===== config.mk =====
export PLATFORM = sky130hd
export DESIGN_NAME = sum_uart_tx
export DESIGN_NICKNAME = d
export VERILOG_FILES = /design/src/rtl/sum_uart_tx.sv
export SDC_FILE = /design/constraint.sdc
export NUM_CORES = 1
export LEC_CHECK = 0
export ABC_AREA = 1
export CAP_MARGIN = 20
export CORE_MARGIN = 1.5
export CORE_UTILIZATION = 55
export CTS_CLUSTER_SIZE = 20
export DETAILED_ROUTE_END_ITERATION = 8
export HOLD_SLACK_MARGIN = 0.03
export PLACE_DENSITY = 0.79
export SYNTH_ARGS = -nofsm -noshare
export SYNTH_HDL_FRONTEND = slang
export SYNTH_SLANG_ARGS = --single-unit

===== constraint.sdc =====
create_clock -name clk -period 2.3 [get_ports clk]
set_clock_uncertainty 0.2 [all_clocks]
set_input_delay 0.23 -clock clk [delete_from_list [all_inputs] [get_ports clk]]
set_output_delay 0.23 -clock clk [all_outputs]
set_load 0.05 [all_outputs]

===== src/rtl/sum_uart_tx.sv =====
// Streams the delay-and-sum result RAM off-chip over an 8N1 UART: one sync byte, then every
// sum word in address order, LSB byte first.
module sum_uart_tx #(
  parameter int unsigned CLKS_PER_BIT = 434,
  parameter int unsigned NUM_WORDS    = 768,
  parameter int unsigned ADDR_W       = 10,
  parameter int unsigned DATA_W       = 40,
  parameter int unsigned RD_LAT       = 2,
  parameter logic [7:0]  SYNC_BYTE    = 8'hA5
) (
  input  logic              clk,
  input  logic              reset,
  input  logic              start,
  output logic [ADDR_W-1:0] sum_read_addr,
  output logic              sum_read_en,
  input  logic [DATA_W-1:0] sum_ram_data_out,
  output logic              tx,
  output logic              busy,
  output logic              done
);

  localparam int unsigned NumBytes = (DATA_W + 7) / 8;
  localparam int unsigned ShW      = NumBytes * 8;
  localparam int unsigned BaudW    = $clog2(CLKS_PER_BIT);
  localparam int unsigned ByteW    = (NumBytes > 1) ? $clog2(NumBytes) : 1;
  localparam int unsigned WaitW    = (RD_LAT > 1) ? $clog2(RD_LAT) : 1;

  typedef enum logic [2:0] {StIdle, StSync, StRd, StWait, StSend, StDone} state_e;

  state_e             state_q, state_d;
  logic [BaudW-1:0]   baud_q, baud_d;
  logic [3:0]         bit_q, bit_d;
  logic [ByteW-1:0]   byte_q, byte_d;
  logic [WaitW-1:0]   wait_q, wait_d;
  logic [ADDR_W-1:0]  word_q, word_d;
  logic [ShW-1:0]     sh_q, sh_d;

  logic       baud_end, frame_end;
  logic [7:0] cur_byte;

  assign baud_end  = (baud_q == BaudW'(CLKS_PER_BIT - 1));
  assign frame_end = baud_end && (bit_q == 4'd9);

  always_comb begin
    state_d = state_q;
    baud_d  = baud_q;
    bit_d   = bit_q;
    byte_d  = byte_q;
    wait_d  = wait_q;
    word_d  = word_q;
    sh_d    = sh_q;

    // Shared bit timing for the sync frame and data frames.
    if (state_q == StSync || state_q == StSend) begin
      if (baud_end) begin
        baud_d = '0;
        bit_d  = bit_q + 4'd1;
      end else begin
        baud_d = baud_q + BaudW'(1);
      end
    end

    case (state_q)
      StIdle: begin
        if (start) begin
          state_d = StSync;
          baud_d  = '0;
          bit_d   = '0;
          word_d  = '0;
        end
      end
      StSync: begin
        if (frame_end) begin
          bit_d   = '0;
          state_d = StRd;
        end
      end
      StRd: begin
        wait_d  = '0;
        state_d = StWait;
      end
      StWait: begin
        // Last wait cycle coincides with read data becoming valid.
        if (wait_q == WaitW'(RD_LAT - 1)) begin
          sh_d    = ShW'(sum_ram_data_out);
          baud_d  = '0;
          bit_d   = '0;
          byte_d  = '0;
          state_d = StSend;
        end else begin
          wait_d = wait_q + WaitW'(1);
        end
      end
      StSend: begin
        if (frame_end) begin
          sh_d  = sh_q >> 8;
          bit_d = '0;
          if (byte_q == ByteW'(NumBytes - 1)) begin
            if (word_q == ADDR_W'(NUM_WORDS - 1)) begin
              state_d = StDone;
            end else begin
              word_d  = word_q + ADDR_W'(1);
              state_d = StRd;
            end
          end else begin
            byte_d = byte_q + ByteW'(1);
          end
        end
      end
      StDone: begin
        word_d  = '0;
        state_d = StIdle;
      end
      default: state_d = StIdle;
    endcase
  end

  always_ff @(posedge clk) begin
    if (!reset) begin
      state_q <= StIdle;
      baud_q  <= '0;
      bit_q   <= '0;
      byte_q  <= '0;
      wait_q  <= '0;
      word_q  <= '0;
      sh_q    <= '0;
    end else begin
      state_q <= state_d;
      baud_q  <= baud_d;
      bit_q   <= bit_d;
      byte_q  <= byte_d;
      wait_q  <= wait_d;
      word_q  <= word_d;
      sh_q    <= sh_d;
    end
  end

  always_comb begin
    cur_byte = (state_q == StSync) ? SYNC_BYTE : sh_q[7:0];
    tx       = 1'b1;
    if (state_q == StSync || state_q == StSend) begin
      if (bit_q == 4'd0) begin
        tx = 1'b0;
      end else if (bit_q <= 4'd8) begin
        tx = cur_byte[3'(bit_q - 4'd1)];
      end
    end
  end

  assign busy          = (state_q == StSync) || (state_q == StRd) ||
                         (state_q == StWait) || (state_q == StSend);
  assign done          = (state_q == StDone);
  assign sum_read_en   = (state_q == StRd);
  assign sum_read_addr = word_q;

endmodule

Word level (Yosys, flattened, before mapping) --
Cells that the tools add are included.
Cells by class: add/subtract/negate cells 6, magnitude comparators 2, equality and inequality tests 16, muxes and demuxes 38, reductions and logical operators 15
Operators with widths (count):
- $mux W40 | 2
- $pmux W40 S2 | 1
- $mux W10 | 4
- $mux W9 | 4
- $pmux W10 S3 | 1
- $mux W3 | 9
- $mux W4 | 5
- $pmux W9 S2 | 1
- $pmux W3 S5 | 1
- $ne A2 B2 Y1 const B | 6
- $pmux W4 S3 | 1
- $add A10 B1 Y10 const B | 1
- $eq A10 B10 Y1 const B | 1
- $reduce_and A5 Y1 | 2
- $add A9 B1 Y9 const B | 1
- $eq A3 B3 Y1 const B | 3
- $eq A9 B9 Y1 const B | 1
- $mux W8 | 1
- $eq A3 B2 Y1 const B | 2
- $pmux W3 S2 | 1
- $mux W1 | 5
- $add A4 B1 Y4 const B | 1
- $eq A4 B4 Y1 const B | 1
- $le A4 B4 Y1 const B | 1
- other kinds (17) | 21
Storage, ports and cells: bits in registers 70, input bits 43, output and inout port bits 14, word-level logic and storage cells 84

Logic depth before layout (Yosys ltp) --
Gate-level depths: netlist (run 1).
word-level depth 7, depth in mapped cells 11, gate-level depth less buffers 10

Worst setup path after synthesis (run 1) --
No wires, ideal clock.
path kind register to output, from register bit_q[0], to output tx, data arrival time 1.751 ns, data required time 1.870 ns, setup slack 0.119 ns, stages on the path, launching flop included 10, path through dfxtp_1 inv_1 ha_1 buf_1 nor2_1 a21oi_1 a21oi_1 o21bai_1 o21ai_0 nand2_1
On the way: longest elaborated chain between the ends 6, elaborated cells between the ends (all ways) 8, classes of those cells add/sub: 1; order compare: 1; mux: 5; reduce/logical: 1
Ends and longest elaborated chain:
- start, declared | line 32 | logic [3:0] bit_q, bit_d;
- start signal, assigned | line 130 | bit_q <= bit_d;
- $sub A3 B1 Y3 | line 145 | tx = cur_byte[3'(bit_q - 4'd1)];
- $bmux W1 S3 | line 145
- $mux W1 (implied by the code) | line 145
- $mux W1 | line 144 | end else if (bit_q <= 4'd8) begin
- $mux W1 * | line 142 | if (bit_q == 4'd0) begin
- $mux W1 * | line 141 | if (state_q == StSync || state_q == StSend) begin
- end, declared | line 17 | output logic tx,
Every way passes the cells marked *; elsewhere a longest branch is shown, timed or not. The select of a mux whose other input is x is not followed.

Worst setup path in the final report (run 1) --
from register bit_q[1], to output tx
Same word-level chain as after synthesis.

==> qor.txt, run 1 <==
Setup TNS = 0 ps
final instance area = 4880 µm²
Initial Util = 57.6%
max-slew violation count = 0
Iteration-0 DRC Markers = 104
Static Leakage = 2.07 nW
Clock Sinks = 70
Synth area leaders = dfxtp_1 35%, nand2_1 14%, inv_1 8.9%
Hold Crit Class = register to register
Worst EP required = 1870 ps
vias = 3831
Congestion Overflow GR = 0
outcome = finished clean
Antenna Cells = 0
Port Buf Inserts = 56
DP HPWL = 5.96 mm
fin crit period = 2300 ps
initial antenna violation count = 0
remaining antenna violation count = 0
Yosys top cell area share = 35.4%
CTS tree = yes
drt first pass iters = 4
Syn Area/Cell = 6.43 µm²
vias per cell = 5.00
clock slew at reported path FFs = 80 ps
Post-route DRC = 0
RSZ-0062 raised after global routing = true
Synth-to-Final Area Change = 23.5%
crit end category = output pin
Fmax = 435 MHz
startpoint class of the critical path = register
maximum buffer depth of the clock tree = 2
Final Wtd Congestion = 0.845
max-cap viol count = 0
synth unique cells = 31
core area = 6870 µm²
clock latency on the worst-skew pair = 360 ps
Max Fanout on Critical Path = 6
vias in the first global route = 3596
Worst Tran Pin Value = 492 ps
full die area = 7710 µm²
PD cells = 771 nW/µm²
syn nets = 666
GR Util All Layers = 24.1%
Yosys top cell by area = dfxtp_1
final WL = 8.69 mm
CTS buffer count = 9
final net count = 716
Root Buffer = clkbuf_8
first-pass GRT wire length = 15.0 mm
per-cell routed wire length = 11.3 µm
Worst Hold Margin = 246 ps
Inst Count DP = 747
part of the cycle the worst path needs = 100%
pin count of the biggest net entering global routing = 43
Layout Utilization = 71.1%
Placed Area = 4580 µm²
Worst slew margin = 67.1%
Fin. Hold Viols = 0
Die Ht = 87.8 µm
synthesized flop and latch total = 70
Final Non-Filler Cells = 766
Worst EP arrival = 1870 ps
# rows = 30
Synthesis Warnings = 0
Setup-failing EPs final = 0
register area share after synthesis = 35.4%
H-tree level count = 3
I/O pins = 57
Mapped Cells = 615
layout cell share with drive strength beyond 1 = 9.10%
Mapped Area = 3960 µm²
Max IR drop VDD = 0.379 mV
Die W = 87.8 µm
worst setup path class = register to output pin
-- cell type report --
type,instances,area [µm²]
clock buffers,10,138
fillers,607,1980
flip-flops and latches,70,1410
well taps,96,120
repair buffers,67,662
clock inverters,6,85.1
inverters,99,375
multi-input cells,418,2100
-- per-stage QoR --
| stage | total power [W] | setup WS (ps) |
|---|---|---|
| final | 0.00377 | 0.215 |
| after global routing | 0.00398 | -78.1 |
| after CTS | 0.00374 | 16.5 |
| after detailed placement | 0.00262 | 150 |
| after global placement | 0.00259 | 223 |
| after floorplan | 0.00229 | 119 |
-- cells in the mapped netlist --
cell type	number
xor2_1	10
o21bai_1	2
nand2_2	2
buf_4	3
nor2_2	2
a21oi_1	55
o21ai_0	41
inv_1	94
inv_2	5
nand3_4	1
xnor2_1	3
nand3_2	5
nand3_1	39
nand3b_1	6
nor3b_1	1
nor3_1	4
o21ai_4	1
ha_1	8
o31ai_1	1
buf_1	5
o21ai_1	3
buf_2	12
nand2_1	149
dfxtp_1	70
nor2_4	4
clkbuf_1	8
a21oi_2	1
nand2_4	1
a211oi_1	2
nand4_1	6
nor2_1	71
-- final timing paths --
| check | startpoint | to | slack, ps | cells past startpoint |
|---|---|---|---|---|
| worst max-delay path | bit_q[1] | tx | 0.2 | 8 |
| worst min-delay path | sh_q[25] | sh_q[25] | 250 | 2 |
| worst max register to register | state_q[1] | byte_q[1] | 170 | 9 |
| worst min register to register | sh_q[25] | sh_q[25] | 250 | 2 |
-- kinds of logic (layout without fill, tap and decap cells) --
| kind of cell | Yosys count | in the layout | synth area share (%) |
|---|---|---|---|
| buffers and inverters | 127 | 182 | 12.7 |
| adders and majority gates | 8 | 8 | 2.53 |
| xor gates and xnor gates | 13 | 13 | 2.88 |
| DFF | 70 | 70 | 35.4 |
| and+or+nand+nor | 291 | 291 | 32.4 |
| AOI/OAI and AO/OA | 106 | 106 | 14.1 |
-- registers in the layout, indices dropped and copies added, names as in the netlist --
name and flops:
sh_q 40, state_q 3, bit_q 4, baud_q 9
byte_q 3, wait_q 1, sum_read_addr 10
-- cell usage in the layout, fill, tap and decap left out, types with 2 or more instances in the layout --
| master | netlist | layout |
|---|---|---|
| inv_1 | 94 | 92 |
| a21oi_2 | 1 | 2 |
| nand2_1 | 149 | 148 |
| clkdlybuf4s50_1 | 0 | 52 |
| o21bai_1 | 2 | 2 |
| nand3_2 | 5 | 4 |
| nand3_1 | 39 | 39 |
| clkinvlp_4 | 0 | 2 |
| a21oi_1 | 55 | 54 |
| dfxtp_2 | 0 | 2 |
| nand3b_1 | 6 | 6 |
| nor2_4 | 4 | 4 |
| xor2_1 | 10 | 10 |
| inv_2 | 5 | 5 |
| nor3_1 | 4 | 4 |
| a211oi_1 | 2 | 2 |
| nand2_4 | 1 | 2 |
| o21ai_0 | 41 | 40 |
| ha_1 | 8 | 7 |
| clkinv_2 | 0 | 3 |
| dfxtp_1 | 70 | 67 |
| nor2_1 | 71 | 71 |
| bufinv_16 | 0 | 2 |
| nand3_4 | 1 | 2 |
| nand4_1 | 6 | 6 |
| buf_4 | 3 | 12 |
| o21ai_1 | 3 | 4 |
| clkbuf_8 | 0 | 10 |
| xnor2_1 | 3 | 3 |
| buf_12 | 0 | 2 |
| nor2_2 | 2 | 2 |
-- worst max-delay path: stages (launching register included) --
cell and delay, ps:
dfxtp_2 370, inv_2 60, ha_4 290, buf_6 110, a21oi_2 50, o31ai_1 260, o21ai_1 110, nand2_1 110
buf_12 140
-- per-layer routing --
layer	vias to the layer above	wire, µm	track usage (%)	share of wire [%]
met4	0	142	9.38	1.6
met5	-	0	0	0
met2	74	4230	42.7	49
met1	1731	4020	29.5	46
met3	14	288	3.20	3.3
li1	2012	-	-	-
-- power by group --
part           internal (W)  switching [W]
logic              0.000431       0.000766
clock network      0.000636       0.000497
registers           0.00135      0.0000892
total               0.00241        0.00135
-- timing repair --
action	4_1_cts	5_1_grt
gates resized for setup	8	13
pin swaps	2	4
endpoints found under the setup margin	2	9
setup buffers	0	3
hold buffers	0	0
cloned	0	0
hold endpoints to repair	0	0
Note: power is estimated with default switching activity, not from simulation.
==> run 2, diff against run 1 <==
--- a/config.mk
+++ b/config.mk
@@ -8,11 +8,11 @@
 export ABC_AREA = 1
 export CAP_MARGIN = 20
 export CORE_MARGIN = 1.5
-export CORE_UTILIZATION = 55
+export CORE_UTILIZATION = 50
 export CTS_CLUSTER_SIZE = 20
 export DETAILED_ROUTE_END_ITERATION = 8
 export HOLD_SLACK_MARGIN = 0.03
-export PLACE_DENSITY = 0.79
+export PLACE_DENSITY = 0.72
 export SYNTH_ARGS = -nofsm -noshare
 export SYNTH_HDL_FRONTEND = slang
 export SYNTH_SLANG_ARGS = --single-unit
==> run 2 against run 1 <==
Net effect:
- via count up 0.16%
- first-iteration DRC count up 47%
- non-clock buffer count up 2
- sequential power about the same
==> qor.txt, run 2 (synthesis results as in run 1) <==
outcome = finished clean
Worst EP arrival = 1840 ps
Die Ht = 92.0 µm
part of the cycle the worst path needs = 98.5%
Port Buf Inserts = 56
pre-CTS worst setup slack = 71.0 ps
Hold Crit Class = register to register
critical path startpoint = bit_q[1]
DP HPWL = 6.13 mm
worst setup path class = register to output pin
per-cell routed wire length = 11.6 µm
max-cap viol count = 0
clock slew at reported path FFs = 70 ps
Antenna Cells = 0
Root Buffer = clkbuf_8
CTS buffer count = 9
maximum buffer depth of the clock tree = 2
# hold bufs at CTS = 0
Worst slew margin = 65.9%
leading cell type in the layout, fill and taps excluded = nand2_1
remaining antenna violation count = 0
CTS tree = yes
max-slew violation count = 0
max FFs per register = 40
first-pass GRT wire length = 15.6 mm
Critical R2R Launch = bit_q[0]
Post-route DRC = 0
Iteration-0 DRC Markers = 153
# rows = 32
H-tree level count = 3
crit end category = output pin
GR Util All Layers = 22.5%
core area = 7690 µm²
Initial Util = 51.5%
drt first pass iters = 5
RSZ-0062 raised after global routing = true
Setup-failing EPs final = 0
I/O pins = 57
Top reg by flops = sh_q
vias = 3837
commonest cells after routing, fill and taps aside = 148 x nand2_1, 92 x inv_1, 71 x nor2_1
startpoint class of the critical path = register
setup ws final = 34.9 ps
layout cell share with drive strength beyond 1 = 9.52%
Final Wtd Congestion = 0.856
Static Leakage = 2.07 nW
vias in the first global route = 3687
# fillers = 746
Clock Sinks = 70
full die area = 8450 µm²
vias per cell = 4.96
final WL = 8.96 mm
Synth-to-Final Area Change = 22.7%
r2r setup slk = 190 ps
pin count of the biggest net entering global routing = 47
Max IR drop VDD = 0.400 mV
fin crit period = 2270 ps
Die W = 92.0 µm
Final Non-Filler Cells = 774
initial antenna violation count = 0
Fmax = 441 MHz
Max Fanout on Critical Path = 6
Congestion Overflow GR = 0
PD cells = 732 nW/µm²
Fin. Hold Viols = 0
Inst Count DP = 753
hold path start = sh_q[15]
Worst Tran Pin Value = 510 ps
final net count = 718
clock latency on the worst-skew pair = 350 ps
Worst EP required = 1870 ps
## run 2: final cells by class
type                            instances  area (µm²)  share of cell area (%)
Multi-Input combinational cell        418        2070                    42.7
Sequential cell                        70        1410                    29.1
Timing Repair Buffer                   69         677                    13.9
Inverter                               99         377                    7.76
Clock buffer                           13         169                    3.48
Tap cell                              102         128                    2.63
Clock inverter                          3        17.5                   0.361
## run 2: what timing repair did
action	4_1_cts	5_1_grt
setup endpoints to repair	1	1
resized for setup	7	12
hold endpoints to repair	0	0
pin swaps	1	6
buffers inserted	1	4
## run 2: final timing paths
path                   end  cells past startpoint
setup / recovery        tx                      9
hold / removal    sh_q[15]                      2
setup reg to reg  sh_q[20]                      9
hold reg to reg   sh_q[15]                      2
## run 2: per-stage QoR
step / TNS (ps) / power (W) / area (µm²) / utilization [%] / hold slack, ps
2_1_floorplan: 0 / 0.00229 / 3960 / - / 222
3_3_place_gp: 0 / 0.00259 / 4590 / 59.7 / 230
3_5_place_dp: 0 / 0.00262 / 4590 / 59.7 / 234
4_1_cts: 0 / 0.00356 / 4800 / 62.5 / 244
5_1_grt: -53.2 / 0.00378 / 4850 / 63.1 / 263
6_report: 0 / 0.00355 / 4850 / 63.1 / 242
## run 2: metal layers
layer	vias up	track usage, %	share of wire (%)
met3	14	4.73	3.3
met1	1737	27.0	47
met5	-	0	0
met4	0	7.44	1.6
met2	61	39.8	48
li1	2025	-	-
## run 2: power by group
part	internal, W	total (W)	switching, W
registers	0.00135	0.00143	0.0000864
clock network	0.000477	0.000948	0.000471
logic	0.000418	0.00117	0.000752
## run 2: worst max-delay path, stage by stage (launching register included)
cell and delay [ps]:
dfxtp_4 360, inv_4 40, ha_4 250, buf_6 130, a21oi_2 120, a21oi_1 70
o21bai_1 160, o21ai_1 90, nand2_1 110, buf_12 140
==> run 3, diff against run 2 <==
--- a/config.mk
+++ b/config.mk
@@ -8,11 +8,11 @@
 export ABC_AREA = 1
 export CAP_MARGIN = 20
 export CORE_MARGIN = 1.5
-export CORE_UTILIZATION = 50
+export CORE_UTILIZATION = 45
 export CTS_CLUSTER_SIZE = 20
 export DETAILED_ROUTE_END_ITERATION = 8
 export HOLD_SLACK_MARGIN = 0.03
-export PLACE_DENSITY = 0.72
+export PLACE_DENSITY = 0.66
 export SYNTH_ARGS = -nofsm -noshare
 export SYNTH_HDL_FRONTEND = slang
 export SYNTH_SLANG_ARGS = --single-unit
==> run 3 against run 2 <==
Net effect:
- register-to-register slack gained 30 ps
- global-route usage down 2.6 points
- wire length down 0.16%
- setup slack lost 5.7 ps
- via count fell by 1.0%
- power is 2.0% higher
- design area decreased by 0.64%
- clock power rose by 9%
- sequential share of layout area rose by 0.11 points
- final cell count up 0.39%
- critical endpoint unchanged
- largest power group unchanged
==> qor.txt, run 3 (synthesis results as in run 1) <==
Worst slew margin = 67.1%
clock latency on the worst-skew pair = 350 ps
GR Util All Layers = 19.9%
initial antenna violation count = 0
Die W = 96.8 µm
final WL = 8.95 mm
startpoint class of the critical path = register
CP Capture Point = tx
core area = 8640 µm²
Synth-to-Final Area Change = 21.9%
Root Buffer = clkbuf_8
Fmax = 440 MHz
CTS tree = yes
I/O pins = 57
Worst Tran Pin Value = 491 ps
# rows = 34
vias = 3798
Port Buf Inserts = 56
Hold Crit Class = register to register
clock slew at reported path FFs = 80 ps
Initial Util = 45.8%
fin crit period = 2270 ps
maximum buffer depth of the clock tree = 2
max-slew violation count = 0
Inst Count DP = 759
remaining antenna violation count = 0
full die area = 9360 µm²
drt first pass iters = 4
Layout Utilization = 55.8%
Worst EP arrival = 1840 ps
Switching Fraction = 36.0%
max-cap viol count = 0
Reg-to-Reg End = sh_q[25]
combinational power share = 32.1%
outcome = finished clean
CTS buffer count = 9
Critical R2R Launch = baud_q[0]
PD cells = 752 nW/µm²
Static Leakage = 2.05 nW
pin count of the biggest net entering global routing = 58
max FFs per register = 40
Fin. Hold Viols = 0
P_int = 0.00232 W
# fillers = 914
Top reg by flops = sh_q
Worst EP required = 1870 ps
commonest cells after routing, fill and taps aside = 149 x nand2_1, 92 x inv_1, 70 x nor2_1
per-cell routed wire length = 11.5 µm
first-pass GRT wire length = 15.7 mm
clock network power share = 28.4%
Die Ht = 96.8 µm
critical path startpoint = bit_q[0]
part of the cycle the worst path needs = 98.7%
DP HPWL = 6.34 mm
Setup-failing EPs final = 0
layout cell share with drive strength beyond 1 = 8.67%
H-tree level count = 3
vias in the first global route = 3737
r2r setup slk = 220 ps
worst setup path class = register to output pin
Max Fanout on Critical Path = 8
setup ws final = 29.2 ps
worst reg2reg path depth = 8
# hold bufs at CTS = 0
leading cell type in the layout, fill and taps excluded = nand2_1
Iteration-0 DRC Markers = 114
RSZ-0062 raised after global routing = true
Clock Sinks = 70
Seq pwr share = 39.5%
Psw = 0.00131 W
crit end category = output pin
Congestion Overflow GR = 0
vias per cell = 4.89
pre-CTS worst setup slack = 118 ps
Power Total = 0.00362 W
final instance area = 4820 µm²
Placed Area = 4580 µm²
Max IR drop VDD = 0.301 mV
Antenna Cells = 0
Post-route DRC = 0
final net count = 715
Final Non-Filler Cells = 777
Final Wtd Congestion = 0.803
## run 3: layout make-up
cell class / count / area (µm²) / area share [%]
well taps: 108 / 135 / 2.80
repair buffers: 66 / 638 / 13.2
clock buffers: 12 / 155 / 3.22
flip-flops and latches: 70 / 1410 / 29.2
multi-input cells: 418 / 2070 / 42.9
clock inverters: 4 / 45.0 / 0.934
inverters: 99 / 374 / 7.76
## run 3: worst min path at each step
stage	from	to	depth (start not counted)
floorplan	sh_q[10]	sh_q[10]	2
global placement	sh_q[16]	sh_q[16]	2
detailed placement	sh_q[16]	sh_q[16]	2
CTS	sh_q[16]	sh_q[16]	2
global route	sh_q[15]	sh_q[15]	2
finish	sh_q[16]	sh_q[16]	2
## run 3: power by group through the flow
stage / sequential (W) / combinational (W) / clock [W]
finish: 0.00143 / 0.00116 / 0.00103
global route: 0.00145 / 0.00131 / 0.00110
CTS: 0.00143 / 0.00117 / 0.00104
detailed placement: 0.00146 / 0.00117 / 0
global placement: 0.00146 / 0.00115 / 0
floorplan: 0.00143 / 0.000865 / 0
## run 3: metal layers
layer	share of wire (%)	GRT usage, %	vias to the layer above
li1	-	-	2010
met1	48	23.4	1714
met2	48	35.9	61
met3	3.2	4.12	13
met4	1.5	6.58	0
met5	0	0	-
## run 3: through the flow
| step | setup TNS (ps) | hold WS, ps |
|---|---|---|
| detailed placement | 0 | 234 |
| global route | -55.8 | 263 |
| floorplan | 0 | 222 |
| finish | 0 | 243 |
| global placement | 0 | 231 |
| CTS | 0 | 245 |
## run 3: repair_timing
action,4_1_cts,5_1_grt
setup buffers,0,2
pin swaps,0,4
gates resized for setup,6,5
setup endpoints to repair,1,3
## run 3: worst max-delay path, cell delays in order (launching register included)
cell,delay (ps)
dfxtp_4,400
inv_4,50
ha_4,300
nor2_2,40
a21oi_1,120
a21oi_1,90
o21bai_1,150
o21ai_1,80
nand2_1,120
buf_12,140
